<file path="config.mk">
export PLATFORM = sky130hd
export DESIGN_NAME = message_overlay_flat
export DESIGN_NICKNAME = d
export VERILOG_FILES = /design/src/rtl/message_overlay_if.sv /design/src/rtl/message_overlay.sv /design/src/flat_wrapper.sv
export SDC_FILE = /design/constraint.sdc
export NUM_CORES = 1
export LEC_CHECK = 0
export ABC_CLOCK_PERIOD_IN_PS = 2210
export CAP_MARGIN = 20
export CELL_PAD_IN_SITES_DETAIL_PLACEMENT = 1
export CELL_PAD_IN_SITES_GLOBAL_PLACEMENT = 2
export CORE_ASPECT_RATIO = 2
export CORE_MARGIN = 1.5
export CORE_UTILIZATION = 27
export CTS_CLUSTER_DIAMETER = 200
export CTS_CLUSTER_SIZE = 12
export DETAILED_ROUTE_END_ITERATION = 10
export PLACE_DENSITY = 0.86
export SETUP_SLACK_MARGIN = 0.5
export SYNTH_ARGS = -nofsm -noshare
export SYNTH_HDL_FRONTEND = slang
export SYNTH_SLANG_ARGS = --single-unit
</file>
<file path="constraint.sdc">
create_clock -name clk -period 2.21 [get_ports clk]
set_input_delay 0.442 -clock clk [delete_from_list [all_inputs] [get_ports clk]]
set_output_delay 0.442 -clock clk [all_outputs]
set_load 0.03 [all_outputs]
</file>
<file path="src/rtl/message_overlay_if.sv">
// Control, pixel-coordinate and glyph-ROM signals of the text overlay.
// The game side drives the master end; the overlay block is the slave.
interface message_overlay_if #(
   parameter int MW    = 2,
   parameter int RW    = 4,
   parameter int MSG_W = 32
);
   logic              trigger;
   logic [MW-1:0]     msg_sel;
   logic              blink_en;
   logic              cancel;
   logic [9:0]        pixel_x;
   logic [8:0]        pixel_y;
   logic [MW+RW-1:0]  rom_addr;
   logic [MSG_W-1:0]  rom_data;
   logic              overlay_on;
   logic              busy;
   logic [MW-1:0]     active_msg;
   logic              msg_done;

   modport master (
      output trigger, msg_sel, blink_en, cancel, pixel_x, pixel_y, rom_data,
      input  rom_addr, overlay_on, busy, active_msg, msg_done
   );

   modport slave (
      input  trigger, msg_sel, blink_en, cancel, pixel_x, pixel_y, rom_data,
      output rom_addr, overlay_on, busy, active_msg, msg_done
   );
endinterface

</file>
<file path="src/rtl/message_overlay.sv">
// Bitmap text overlay: shows one ROM message, scaled by 2^SCALE_SHIFT, for a fixed time.
// The blink phase and the pixel pipeline are aligned to the one-cycle latency of the glyph ROM.
module message_overlay #(
   parameter int NUM_MSGS       = 4,
   parameter int MSG_W          = 32,
   parameter int MSG_H          = 16,
   parameter int SCALE_SHIFT    = 3,
   parameter int START_X        = 192,
   parameter int START_Y        = 176,
   parameter int DISPLAY_CYCLES = 250000000,
   parameter int BLINK_CYCLES   = 25000000
) (
   input logic               clk,
   input logic               reset,
   message_overlay_if.slave  bus
);
   localparam int MW = $clog2(NUM_MSGS);
   localparam int RW = $clog2(MSG_H);
   localparam int CW = $clog2(MSG_W);
   localparam int TW = $clog2(DISPLAY_CYCLES + 1);
   localparam int BW = $clog2(BLINK_CYCLES + 1);

   localparam logic [10:0]   X_LO   = 11'(START_X);
   localparam logic [10:0]   X_HI   = 11'(START_X + (MSG_W << SCALE_SHIFT));
   localparam logic [9:0]    Y_LO   = 10'(START_Y);
   localparam logic [9:0]    Y_HI   = 10'(START_Y + (MSG_H << SCALE_SHIFT));
   localparam logic [TW-1:0] T_LAST = TW'(DISPLAY_CYCLES - 1);
   localparam logic [BW-1:0] B_LAST = BW'(BLINK_CYCLES - 1);

   typedef enum logic [0:0] {IDLE = 1'b0, SHOW = 1'b1} state_t;

   state_t          state_r, state_nx;
   logic [TW-1:0]   timer_r;
   logic [BW-1:0]   blink_cnt_r;
   logic            phase_r;
   logic            blink_en_r;
   logic [MW-1:0]   msg_r;
   logic            done_r;
   logic            load_s;
   logic            done_s;

   logic [9:0]      rel_x_s;
   logic [8:0]      rel_y_s;
   logic [RW-1:0]   row_s;
   logic [CW-1:0]   bit_idx_s;
   logic            in_win_s;

   logic [CW-1:0]   bit_idx_r;
   logic            in_win_r;
   logic            valid_r;

   // Next state; cancel outranks trigger, and a trigger on the expiry cycle restarts instead of finishing.
   always_comb begin
      state_nx = state_r;
      load_s   = 1'b0;
      done_s   = 1'b0;
      case (state_r)
         IDLE: begin
            if (bus.trigger && !bus.cancel) begin
               state_nx = SHOW;
               load_s   = 1'b1;
            end else begin
               state_nx = IDLE;
            end
         end
         SHOW: begin
            if (bus.cancel) begin
               state_nx = IDLE;
            end else if (bus.trigger) begin
               state_nx = SHOW;
               load_s   = 1'b1;
            end else if (timer_r == T_LAST) begin
               state_nx = IDLE;
               done_s   = 1'b1;
            end else begin
               state_nx = SHOW;
            end
         end
         default: begin
            state_nx = IDLE;
         end
      endcase
   end

   // State, display timer, blink phase and latched message parameters.
   always_ff @(posedge clk) begin
      if (reset) begin
         state_r     <= IDLE;
         timer_r     <= '0;
         blink_cnt_r <= '0;
         phase_r     <= 1'b1;
         blink_en_r  <= 1'b0;
         msg_r       <= '0;
         done_r      <= 1'b0;
      end else begin
         state_r <= state_nx;
         done_r  <= done_s;
         if (load_s) begin
            timer_r     <= '0;
            blink_cnt_r <= '0;
            phase_r     <= 1'b1;
            blink_en_r  <= bus.blink_en;
            msg_r       <= bus.msg_sel;
         end else if (state_r == SHOW) begin
            timer_r <= timer_r + TW'(1);
            if (blink_en_r) begin
               if (blink_cnt_r == B_LAST) begin
                  blink_cnt_r <= '0;
                  phase_r     <= ~phase_r;
               end else begin
                  blink_cnt_r <= blink_cnt_r + BW'(1);
               end
            end
         end
      end
   end

   // Window test on full-width coordinates so pixels left of or above the window cannot wrap in.
   always_comb begin
      rel_x_s   = bus.pixel_x - X_LO[9:0];
      rel_y_s   = bus.pixel_y - Y_LO[8:0];
      row_s     = RW'(rel_y_s >> SCALE_SHIFT);
      bit_idx_s = CW'(MSG_W - 1) - CW'(rel_x_s >> SCALE_SHIFT);
      in_win_s  = ({1'b0, bus.pixel_x} >= X_LO) && ({1'b0, bus.pixel_x} < X_HI) &&
                  ({1'b0, bus.pixel_y} >= Y_LO) && ({1'b0, bus.pixel_y} < Y_HI);
   end

   // Pixel stage that waits out the ROM read.
   always_ff @(posedge clk) begin
      if (reset) begin
         bit_idx_r <= '0;
         in_win_r  <= 1'b0;
         valid_r   <= 1'b0;
      end else begin
         bit_idx_r <= bit_idx_s;
         in_win_r  <= in_win_s;
         valid_r   <= (state_r == SHOW) && (!blink_en_r || phase_r);
      end
   end

   assign bus.rom_addr   = {msg_r, row_s};
   // Only registered terms are combined here: the stage-1 flops and the ROM's output word.
   assign bus.overlay_on = valid_r & in_win_r & bus.rom_data[bit_idx_r];
   assign bus.busy       = (state_r == SHOW);
   assign bus.active_msg = msg_r;
   assign bus.msg_done   = done_r;
endmodule

</file>
<file path="src/flat_wrapper.sv">
// flat-port wrapper written by rule: the top's interface ports become plain ports
module message_overlay_flat 
#(
   parameter int NUM_MSGS       = 4,
   parameter int MSG_W          = 32,
   parameter int MSG_H          = 16,
   parameter int SCALE_SHIFT    = 3,
   parameter int START_X        = 192,
   parameter int START_Y        = 176,
   parameter int DISPLAY_CYCLES = 250000000,
   parameter int BLINK_CYCLES   = 25000000
)
  (clk, reset, bus_trigger, bus_msg_sel, bus_blink_en, bus_cancel, bus_pixel_x, bus_pixel_y, bus_rom_data, bus_rom_addr, bus_overlay_on, bus_busy, bus_active_msg, bus_msg_done);
  message_overlay_if #(.MW(2), .RW(4), .MSG_W(MSG_W)) bus_i ();
  input logic clk;
  input logic reset;
  input wire logic [$bits(bus_i.trigger)-1:0] bus_trigger;
  input wire logic [$bits(bus_i.msg_sel)-1:0] bus_msg_sel;
  input wire logic [$bits(bus_i.blink_en)-1:0] bus_blink_en;
  input wire logic [$bits(bus_i.cancel)-1:0] bus_cancel;
  input wire logic [$bits(bus_i.pixel_x)-1:0] bus_pixel_x;
  input wire logic [$bits(bus_i.pixel_y)-1:0] bus_pixel_y;
  input wire logic [$bits(bus_i.rom_data)-1:0] bus_rom_data;
  output wire logic [$bits(bus_i.rom_addr)-1:0] bus_rom_addr;
  output wire logic [$bits(bus_i.overlay_on)-1:0] bus_overlay_on;
  output wire logic [$bits(bus_i.busy)-1:0] bus_busy;
  output wire logic [$bits(bus_i.active_msg)-1:0] bus_active_msg;
  output wire logic [$bits(bus_i.msg_done)-1:0] bus_msg_done;
  assign bus_i.trigger = bus_trigger;
  assign bus_i.msg_sel = bus_msg_sel;
  assign bus_i.blink_en = bus_blink_en;
  assign bus_i.cancel = bus_cancel;
  assign bus_i.pixel_x = bus_pixel_x;
  assign bus_i.pixel_y = bus_pixel_y;
  assign bus_i.rom_data = bus_rom_data;
  assign bus_rom_addr = bus_i.rom_addr;
  assign bus_overlay_on = bus_i.overlay_on;
  assign bus_busy = bus_i.busy;
  assign bus_active_msg = bus_i.active_msg;
  assign bus_msg_done = bus_i.msg_done;
  message_overlay #(.NUM_MSGS(NUM_MSGS), .MSG_W(MSG_W), .MSG_H(MSG_H), .SCALE_SHIFT(SCALE_SHIFT), .START_X(START_X), .START_Y(START_Y), .DISPLAY_CYCLES(DISPLAY_CYCLES), .BLINK_CYCLES(BLINK_CYCLES)) u_core (.clk(clk), .reset(reset), .bus(bus_i));
endmodule
</file>
=== Yosys cells after proc, flatten, opt, wreduce, memory -nomap -nowiden ===
Cells that the tools add are included.

* Register bits after elaboration: 66
* Word-level logic and storage cells: 50
* Input port bits: 58
* Output and inout bits: 11

* Eq/ne operators: 2
* Reduce and logical (&&, ||, !) cells: 12
* Order comparisons: 5
* Mux-type cells: 12
* $add $sub $neg: 5
* Bitwise gates (word level): 4

{| class="wikitable"
|+ Operator list
! operator !! count
|-
| 28-bit by 1-bit adder with 28-bit output (second input constant) || 1
|-
| 28-bit equality test (second input constant) || 1
|-
| 25-bit by 1-bit adder with 25-bit output (second input constant) || 1
|-
| 25-bit equality test (second input constant) || 1
|-
| 25-bit 2-to-1 mux || 1
|-
| 10-bit by 8-bit greater-or-equal comparator with 1-bit output (second input constant) || 1
|-
| 10-bit by 9-bit < comparator with 1-bit output (second input constant) || 1
|-
| 9-bit by 8-bit greater-or-equal comparator with 1-bit output (second input constant) || 1
|-
| 9-bit < comparator (second input constant) || 1
|-
| 1-bit 2-to-1 mux || 8
|-
| 8-bit subtractor (second input constant) || 1
|-
| 7-bit by 6-bit subtractor with 7-bit output (second input constant) || 1
|-
| 5-bit by 6-bit < comparator with 1-bit output (second input constant) || 1
|-
| 1-bit binary-select mux with 5-bit select || 1
|-
| 1-bit logical AND || 5
|-
| 5-bit subtractor (first input constant) || 1
|-
| 1-bit case mux with 2 select lines || 2
|-
| 4-bit OR reduction || 1
|-
| 3-bit AND reduction || 1
|-
| 1-bit AND || 2
|-
| 1-bit zero test || 2
|-
| 1-bit NOT || 2
|-
| 2-bit AND reduction || 1
|-
| 2-bit OR reduction || 1
|-
| 1-bit logical OR || 1
|}

=== Depth between registers and ports, before layout ===
* Depth in word-level cells: 5
* Depth in mapped cells: 8

=== Worst setup path before layout ===
OpenSTA, ideal clock, no wires.

* Kind: register to output
* Start: register u_core.bit_idx_r[1]
* End: output port bus_overlay_on
* Slack: -0.216 ns
* Path buffers: 1
* Arrival time: 1.984 ns
* Cell stages (with the launch flop): 6
* Data required time: 1.768 ns
* Cell sequence: dfxtp_1 > buf_2 > a2111oi_0 > a31oi_1 > a31oi_1 > nor4_1

* Word-level cells in the longest chain between the ends: 3

{| class="wikitable"
|+ Ends and longest elaborated chain
! item !! RTL line !! text
|-
| start: declaration || message_overlay.sv:48 || <nowiki>logic [CW-1:0] bit_idx_r;</nowiki>
|-
| start signal: assignment || message_overlay.sv:135 || <nowiki>bit_idx_r <= bit_idx_s;</nowiki>
|-
| 1-bit binary-select mux with 5-bit select || message_overlay.sv:143 || <nowiki>assign bus.overlay_on = valid_r & in_win_r & bus.rom_data[bit_idx_r];</nowiki>
|-
| 1-bit 2-to-1 mux (implied by the code) || message_overlay.sv:143 ||
|-
| 1-bit AND || message_overlay.sv:143 ||
|-
| end: declaration || flat_wrapper.sv:25 || <nowiki>output wire logic [$bits(bus_i.overlay_on)-1:0] bus_overlay_on;</nowiki>
|}

No other way between the ends. The select of a mux whose other input is x is not followed.

=== Worst setup path after layout ===
Ends and elaborated chain as after synthesis.

==> reports/qor.txt <==
GRT
------------------------------------------------------------------------------
Wire length of the first global-routing pass                          16300 um
Antenna violations before repair                                             0
Met1 demand-to-capacity share in global routing                          15.1%
GRT met2 Usage                                                           34.4%
Global routing met3 resource utilization                                 2.77%
Layer with the highest usage after global routing                         met2
Maximum number of pins on one net before global-route repair                31
Vias in the first global route                                            3336
Grt total ovfl                                                               0
Total track usage                                                        16.8%

LAYOUT
------------------------------------------------------------------------------
Number of inserted diodes                                                    0
Area Overhead vs Synth                                                   58.1%
Core utilization of the finished layout                                  43.8%
Most frequent cells in the layout                                 sky130_fd_sc_hd__nor2_1 (41), sky130_fd_sc_hd__dfxtp_1 (41), sky130_fd_sc_hd__buf_4 (40)
Fraction of layout instances using a drive strength above 1              33.4%
NumNets Final                                                              530
Final Cell Area                                                   0.00512 mm^2

PLACEMENT
------------------------------------------------------------------------------
Placement-stage cell area                                         0.00414 mm^2
Final estimated routing congestion in global placement                   0.773
Detail Placement HPWL                                                  6970 um
Count of input and output buffers                                           65

MIN PATH
------------------------------------------------------------------------------
Instance count along the most critical hold path                             2
Worst min path class                                              flip-flop to flip-flop
Worst hold path endpoint                                          u_core.valid_r
Hold path start                                                   u_core.phase_r

CLOCK TREE
------------------------------------------------------------------------------
Clock Sinks                                                                 66
Buffer levels on the longest clock path                                      2
H-tree depth                                                                 3
Hold buffer count at CTS                                                     0
Clock root buffer                                                 sky130_fd_sc_hd__clkbuf_16
Clock latency on the worst-skew pair                                   0.33 ns
TritonCTS clock tree                                                      done
Clock transition at path regs                                          0.06 ns
Number of clock buffers inserted by TritonCTS                                9

LOGIC SYNTHESIS
------------------------------------------------------------------------------
Number of different library cells in the post-synthesis netlist             39
Syn Nets                                                                   428
Cell area after synthesis                                         0.00324 mm^2
Total of warnings raised by yosys                                            0
Number of standard cells after synthesis                                   366
Register bit count reported by yosys                                        66
Sequential fraction of the synthesis area                                40.8%
Syn avg cell area                                                    8.86 um^2

STA
------------------------------------------------------------------------------
Crit share post-route                                                     111%
Slew Limit Fails                                                             0
Slack of the critical path                                           -0.233 ns
Maximum clock rate                                                   0.409 GHz
Summed negative setup slack over all endpoints                       -0.233 ns
Max-Slew Margin vs Limit                                                 69.6%
Endpoints failing hold                                                       0
Post-layout min period                                                 2.44 ns
Final count of negative-setup-slack endpoints                                1
Slew at the pin with the worst max-slew slack                         0.455 ns
Worst Skew                                                          0.00784 ns
Setup repair after global routing missed its margin                        yes

POWER AND IR DROP
------------------------------------------------------------------------------
Power per cell area                                                593 mW/mm^2
Cell leakage power                                                  0.00183 uW
Total power consumption of the routed design                           3040 uW
Worst VDD drop                                                        0.400 mV

DIE
------------------------------------------------------------------------------
Die area                                                           0.0127 mm^2
Die width                                                              80.5 um
Total core area                                                    0.0117 mm^2
Row Count                                                                   56
Initial core utilization                                                 27.7%
I/O pins                                                                    69
Die Y                                                                   158 um

SETUP PATH
------------------------------------------------------------------------------
Worst Path Max Fanout                                                        5
Logic depth of the worst register-to-register path                           5
Critical path data required time                                       1.77 ns
Worst reg2reg setup slack                                              0.38 ns
Critical register-to-register path endpoint                       u_core.blink_cnt_r[20]
Worst reg2reg path startpoint                                     u_core.blink_cnt_r[9]
Critical path type                                                flip-flop to output pin
Setup crit start kind                                                flip-flop
Crit end category                                                   output pin
Worst setup startpoint                                            u_core.bit_idx_r[1]
Data arrival time of the critical path                                 2.00 ns

DETAILED ROUTING
------------------------------------------------------------------------------
Ratio of routed vias to standard cells                                    4.99
Remaining antenna violation count after routing                              0
WL final                                                              10400 um
Initial DRT Pass Iterations                                                  4
Average wire per cell in the routed design                             16.8 um
Routed via count                                                          3081
Drc violations                                                               0
DRC marker count from the first detailed-route iteration                    57

STATUS
------------------------------------------------------------------------------
Outcome                                                           finished, violations left
Failing checks                                                    setup timing

RUN
------------------------------------------------------------------------------
Max-capacitance violation count                                              0

==> power breakdown <==
| part | leakage (uW) | switching, uW | total [uW] | internal (uW) |
|---|---|---|---|---|
| logic | 0.00113 | 137 | 317 | 180 |
| registers | 0.000548 | 14.1 | 1210 | 1200 |
| clock network | 0.000152 | 530 | 1510 | 981 |
==> cells by family (layout without fill, tap and decap cells) <==
group	after synthesis	in the layout	synth area share [%]
AND/OR/NAND/NOR	186	186	29.8
flip-flops	66	66	40.8
XOR/XNOR	52	52	14.0
buffers and inverters	26	133	4.05
AO/OA/AOI/OAI	17	17	3.16
multiplexers	15	15	6.64
adder cells (fa/ha/maj)	4	4	1.54
==> state kept, by name, summed over array words and instances (netlist names) <==
name                   cells
u_core.in_win_r            1
u_core.blink_en_r          1
u_core.bus.active_msg      2
u_core.timer_r            28
u_core.bit_idx_r           5
u_core.valid_r             1
u_core.bus.busy            1
u_core.phase_r             1
u_core.bus.msg_done        1
u_core.blink_cnt_r        25
==> stage by stage <==
| stage | hold WS (ns) | setup slack (ns) | cells |
|---|---|---|---|
| after detailed placement | 0.474 | -0.830 | 572 |
| final | 0.509 | -0.233 | 618 |
| after global placement | 0.450 | -0.796 | 572 |
| after CTS | 0.489 | -0.294 | 602 |
| after global routing | 0.551 | -0.307 | 618 |
| after floorplan | 0.436 | 0.161 | 366 |
==> worst max-delay path, cell delays in order (launching register included) <==
cell	delay, ns
sky130_fd_sc_hd__dfxtp_4	0.39
sky130_fd_sc_hd__mux4_2	0.49
sky130_fd_sc_hd__mux2_4	0.29
sky130_fd_sc_hd__nor3b_2	0.18
sky130_fd_sc_hd__buf_4	0.15
sky130_fd_sc_hd__nor4_4	0.03
sky130_fd_sc_hd__buf_6	0.14
==> metal layers <==
layer | share of wire [%] | wire length, um | up-vias
met2 | 62 | 6420 | 47
met1 | 32 | 3370 | 1528
met5 | 0 | 0 | -
li1 | - | - | 1482
met3 | 2.6 | 271 | 24
met4 | 3.0 | 312 | 0
==> what timing repair did <==
| item | CTS | global route |
|---|---|---|
| endpoints found under the setup margin | 43 | 40 |
| pin swaps | 24 | 23 |
| buffers inserted | 13 | 14 |
| gates cloned | 1 | 2 |
| resized for setup | 106 | 57 |
==> how the worst max path moves through the flow <==
stage,cells after the start,endpoint
2_1_floorplan,5,bus_overlay_on
3_3_place_gp,6,bus_overlay_on
3_5_place_dp,7,bus_overlay_on
4_1_cts,6,bus_overlay_on
5_1_grt,6,bus_overlay_on
6_report,6,bus_overlay_on
==> cell type report <==
| cell class | instances | area (um^2) |
|---|---|---|
| clock buffer | 10 | 229 |
| clock inverter | 6 | 82.6 |
| fill | 1299 | 6580 |
| inverter | 6 | 22.5 |
| multi-input combinational | 274 | 2200 |
| sequential | 66 | 1370 |
| tap | 145 | 181 |
| timing repair buffer | 111 | 1040 |
==> cells in the mapped netlist (all sizes together) <==
| library cell | number | share of area (%) |
|---|---|---|
| a221oi | 1 | 0.27 |
| nor4b | 1 | 0.27 |
| and3 | 7 | 1.4 |
| inv | 6 | 0.69 |
| mux2 | 2 | 0.69 |
| nor3b | 1 | 0.23 |
| nand3 | 20 | 3.1 |
| clkbuf | 11 | 1.3 |
| mux2i | 8 | 2.5 |
| nor2b | 5 | 0.96 |
| nand4 | 17 | 3.9 |
| or2 | 3 | 0.58 |
| xor2 | 23 | 6.2 |
| ha | 4 | 1.5 |
| or3 | 2 | 0.39 |
| and4 | 4 | 1.1 |
| xnor2 | 29 | 7.8 |
| buf | 9 | 2.1 |
| nand2b | 2 | 0.39 |
| nor3 | 11 | 1.7 |
| a2111oi | 1 | 0.27 |
| dfxtp | 66 | 41 |
| a31oi | 4 | 0.77 |
| nand2 | 25 | 2.9 |
| nand3b | 2 | 0.46 |
| nor4 | 22 | 4.9 |
| o21ai | 2 | 0.31 |
| a211oi | 2 | 0.46 |
| a21oi | 7 | 1.1 |
| nor2 | 62 | 7.2 |
| and2 | 2 | 0.39 |
| mux4 | 5 | 3.5 |
No activity file was read; power rests on OpenSTA's default activity.
